==> src/rtl/io_responder.sv <==
// io_responder: IN/OUT/STOP handler between the core and the board I/O
// (debounced confirm button for IN, display register for OUT, halt on STOP).
module io_responder #(
  parameter int DATA_W          = 32,
  parameter int SW_W            = 16,
  parameter int DEBOUNCE_CYCLES = 4
) (
  input  logic              clk,
  input  logic              rst,
  input  logic              inop,
  input  logic              outop,
  input  logic              sleep,
  input  logic [DATA_W-1:0] out_src,
  input  logic [SW_W-1:0]   sw,
  input  logic              btn,
  output logic              stall,
  output logic              in_valid,
  output logic [DATA_W-1:0] in_data,
  output logic [DATA_W-1:0] disp,
  output logic              disp_strobe,
  output logic              halted
);
  typedef enum logic [1:0] {IDLE, WAIT_BTN, CAPTURE, HALT} state_t;
  state_t            state_q, state_d;
  logic              s1_q, s2_q, db_q, db_d, dbp_q, press, tgl, stall_c;
  logic [15:0]       cnt_q, cnt_d, cnt_inc;
  logic [DATA_W-1:0] in_data_q, in_data_d, disp_q, disp_d;
  logic              strobe_q, strobe_d;
  always_comb begin
    cnt_inc = cnt_q + 16'd1;
    tgl     = (s2_q != db_q) && (cnt_inc == 16'(DEBOUNCE_CYCLES));
    cnt_d   = (s2_q != db_q && !tgl) ? cnt_inc : '0;
    db_d    = db_q ^ tgl;
  end
  assign press = db_q & ~dbp_q;
  always_comb begin
    state_d   = state_q;
    in_data_d = in_data_q;
    disp_d    = disp_q;
    strobe_d  = 1'b0;
    stall_c   = 1'b0;
    case (state_q)
      IDLE: begin
        stall_c = sleep | inop;
        state_d = sleep ? HALT : inop ? WAIT_BTN : IDLE;
        disp_d  = (!sleep && !inop && outop) ? out_src : disp_q;
        strobe_d = !sleep && !inop && outop;
      end
      WAIT_BTN: begin
        stall_c   = 1'b1;
        in_data_d = press ? DATA_W'(sw) : in_data_q;
        state_d   = press ? CAPTURE : WAIT_BTN;
      end
      CAPTURE: state_d = IDLE;
      HALT:    stall_c = 1'b1;
      default: state_d = IDLE;
    endcase
  end
  always_ff @(posedge clk or posedge rst) begin
    if (rst) begin
      state_q   <= IDLE;
      s1_q      <= 1'b0;
      s2_q      <= 1'b0;
      db_q      <= 1'b0;
      dbp_q     <= 1'b0;
      cnt_q     <= '0;
      in_data_q <= '0;
      disp_q    <= '0;
      strobe_q  <= 1'b0;
    end else begin
      state_q   <= state_d;
      s1_q      <= btn;
      s2_q      <= s1_q;
      db_q      <= db_d;
      dbp_q     <= db_q;
      cnt_q     <= cnt_d;
      in_data_q <= in_data_d;
      disp_q    <= disp_d;
      strobe_q  <= strobe_d;
    end
  end
  // stall is combinational from inop/sleep, so gate it to honour an immediate reset
  assign stall       = stall_c & ~rst;
  assign in_valid    = state_q == CAPTURE;
  assign halted      = state_q == HALT;
  assign in_data     = in_data_q;
  assign disp        = disp_q;
  assign disp_strobe = strobe_q;
endmodule

==> config.mk <==
export PLATFORM = sky130hd
export DESIGN_NAME = io_responder
export DESIGN_NICKNAME = d
export VERILOG_FILES = /design/src/rtl/io_responder.sv
export SDC_FILE = /design/constraint.sdc
export NUM_CORES = 1
export LEC_CHECK = 0
export BUFFER_PORTS_ARGS = -buffer_cell sky130_fd_sc_hd__buf_4
export CELL_PAD_IN_SITES_DETAIL_PLACEMENT = 0
export CELL_PAD_IN_SITES_GLOBAL_PLACEMENT = 1
export CORE_MARGIN = 5
export CORE_UTILIZATION = 30
export CTS_BUF_LIST = sky130_fd_sc_hd__clkbuf_4
export DETAILED_ROUTE_END_ITERATION = 16
export MAX_ROUTING_LAYER = met4
export PLACE_DENSITY = 0.74
export SLEW_MARGIN = 20
export SYNTH_ARGS = -nofsm -noshare
export SYNTH_HDL_FRONTEND = slang
export SYNTH_SLANG_ARGS = --single-unit
==> constraint.sdc <==
create_clock -name clk -period 2.5 [get_ports clk]
set_input_delay 0.375 -clock clk [delete_from_list [all_inputs] [get_ports clk]]
set_output_delay 0.375 -clock clk [all_outputs]
set_load 0.02 [all_outputs]
==> impl_metrics.py <==
metrics = {
    "placement": {
        "dp_cells": 477,
        "dpl.hpwl_mm": 4.997,
        "finalWeightedCongestion": 0.7592,
        "io_buffers": 105,
    },
    "sta": {
        "maxSlewViolCount": 0,
        "setup_tns_ps": 0,
        "setup_viol": 0,
        "fmaxAchievable_mhz": 439.2,
        "period_needed_ps": 2277,
        "worstMarginPinSlew_ps": 695.1,
        "rsz0062_at_grt": "no",
        "hold_violations": 0,
        "slew_headroom_pct": 53.55,
        "period_share_pct": 91.08,
        "finClkSkew_ps": 17.61,
    },
    "finish": {
        "syn2layout_area_growth_pct": 32.38,
        "finalNonFillerCells": 493,
        "n_antenna_cell": 0,
        "drive_above_1_share_pct": 51.26,
        "fin_nets": 412,
    },
    "worst_setup_path": {
        "setup.worst_path.start": "cnt_q[0]$_DFF_PP0_",
        "end_kind": "flop",
        "start_kind": "flop",
        "r2r-start": "cnt_q[0]$_DFF_PP0_",
        "cp.required_ps": 2790,
        "worstPathMaxFanout": 7,
        "r2r_cells": 6,
        "critical_path_arrival_ps": 2570,
        "path_class": "reg -> reg",
    },
    "logic_synthesis": {
        "ys_seq_elements": 71,
        "yosys_warnings": 0,
        "syn_area_um2": 3196,
        "synth.avg_cell_area_um2": 13.15,
        "ys_seq_area_share_pct": 55.60,
        "synthTopCellsByArea": "dfrtp_1 (56%), mux2_2 (17%), buf_4 (3.8%)",
        "synth_cell_types": 37,
        "synth_top_area_share_pct": 55.60,
        "synth_top_area_cell": "dfrtp_1",
        "syn_inst": 243,
    },
    "grt": {
        "antenna_found_initial": 0,
        "grt.overflow.total": 0,
        "grt_pass1_wl_mm": 10.98,
        "grt_pass1_vias": 2367,
        "gr-usage-all-layers_pct": 10.85,
        "grt_max_degree": 45,
    },
    "cts": {
        "cts_root_buffer": "clkbuf_4",
        "hold_buffers": 0,
        "cts-buffers-inserted": 9,
        "ctsResizeCount": 0,
        "clk_latency_ps": 410,
        "cts_max_level": 3,
        "post_cts_buffers": 0,
        "cts_tree": "yes",
        "cts.sinks": 71,
        "clock_path_buffers": 2,
        "path_clk_slew_ps": 130,
    },
    "route": {
        "drtAntennaViolNets": 0,
        "drt_iter0_markers": 66,
        "drt_first_pass_iters": 4,
        "vias": 2147,
        "drc": 0,
        "wl_mm": 6.682,
        "wl_per_cell_um": 13.55,
        "via_per_inst": 4.355,
    },
    "floorplanning": {
        "start_util_pct": 30.82,
        "ioPinCount": 122,
        "num_rows": 37,
        "die_height_um": 113.2,
        "die-area_um2": 12820,
        "coreArea_um2": 10370,
        "die_w_um": 113.2,
    },
    "pwr": {
        "peakVddDrop_v": 0.0004799,
        "p_per_area_nw_per_um2": 1109,
        "power.total_mw": 4.690,
        "p_leak_nw": 1.977,
    },
    "hold_path": {
        "hold_path.class": "in -> async",
    },
    "status": {
        "status": "finished clean",
    },
    "job": {
        "maxCapViolCount": 0,
    },
}
cell families after synthesis:
| group | share of synthesized area [%] |
|---|---|
| XOR/XNOR | 4.385 |
| AO/OA/AOI/OAI | 3.563 |
| multiplexers | 17.70 |
| AND/OR/NAND/NOR | 10.34 |
| flip-flops | 55.60 |
| buffers and inverters | 5.952 |
| adder cells (fa/ha/maj) | 2.349 |
| other | 0.1174 |
per-stage QoR:
| stage | setup WS (ps) | instance area [µm²] | hold WS [ps] | util (%) |
|---|---|---|---|---|
| after CTS | 211.2 | 4230 | 48.00 | 40.79 |
| final | 223.1 | 4230 | 40.42 | 40.79 |
| after global routing | 101.9 | 4230 | 36.56 | 40.79 |
| after floorplan | 129.7 | 3252 | 331.2 | - |
| after detailed placement | 225.6 | 4085 | 338.7 | 39.39 |
| after global placement | 247.3 | 4085 | 337.5 | 39.39 |
flip-flops by register name, indices dropped and copies added (netlist names), named ones only:
name / flops
cnt_q: 16
dbp_q: 1
disp: 32
disp_strobe: 1
in_data: 16
s1_q: 1
s2_q: 1
state_q: 2
placed cells by master (no fill, tap or decap), types with 4 or more instances in the layout:
| cell type | count |
|---|---|
| clkbuf_4 | 10 |
| mux2_2 | 48 |
| nand2_1 | 4 |
| inv_1 | 5 |
| nor2_1 | 15 |
| xnor2_1 | 10 |
| buf_4 | 108 |
| dfrtp_1 | 71 |
| ha_1 | 6 |
| and3_1 | 4 |
| conb_1 | 16 |
| nand3_1 | 6 |
| xor2_1 | 6 |
| nor3_1 | 8 |
metal layers:
layer | global-route usage, % | routed length, µm | vias up
met5 | - | 0 | -
met2 | 16.31 | 3195 | 71
met3 | 3.797 | 448 | 6
met1 | 13.62 | 2969 | 1037
li1 | - | - | 1033
met4 | 3.686 | 70 | 0
where the power goes:
| part | leakage, nW | total (mW) | internal (mW) | switching [mW] |
|---|---|---|---|---|
| Sequential | 0.882 | 1.84 | 1.59 | 0.256 |
| Clock | 0.0745 | 0.760 | 0.323 | 0.437 |
| Combinational | 1.02 | 2.09 | 1.03 | 1.06 |
| Total | 1.98 | 4.69 | 2.94 | 1.75 |
path summary, 6_finish.rpt:
kind	slack, ps	endpoint
max in group asynchronous	1790	cnt_q[6]$_DFF_PP0_
hold / removal	40	in_data[2]$_DFFE_PP0P_
hold reg to reg	360	s2_q$_DFF_PP0_
min in group clk	80	s1_q$_DFF_PP0_
setup / recovery	220	flop
setup reg to reg	220	flop
synthesized netlist by cell type:
cell and number:
a211oi_1 2, ha_1 6, nor2_1 15, and2_1 1
and4_1 3, a311o_1 1, and3_1 4, o22ai_1 1
buf_2 2, or3_1 1, a2111oi_4 1, mux2_4 1
nand3_2 2, dfrtp_1 71, xor2_1 6, xnor2_1 10
clkbuf_1 7, nor2b_1 1, nor4_1 2, nand3_1 6
buf_6 1, nand4_4 1, nor4_4 1, nor3_2 1
nand4_1 3, a2111oi_2 1, mux2_2 48, conb_1 1
o2111ai_2 1, nor3b_1 2, nand2_1 4, a21oi_1 3
inv_1 6, o21ai_0 2, nor3_1 8, mux2i_1 1
buf_4 16
final cells by class:
cell class                 count  area, µm²
multi-input combinational    155       1285
clock inverter                 6      70.07
timing repair buffer         109      830.8
inverter                       6      22.52
clock buffer                  10      75.07
fill                        1016       6140
tap                          136      170.2
sequential                    71       1777
worst max-delay path, cell delays in order (launching register included):
cell and delay [ps]:
dfrtp_1 450, ha_1 270, and3_1 290, a2111oi_2 380, nor3_1 130, a2111oi_4 330
mux2_4 330
(Power assumes the default switching activity.)
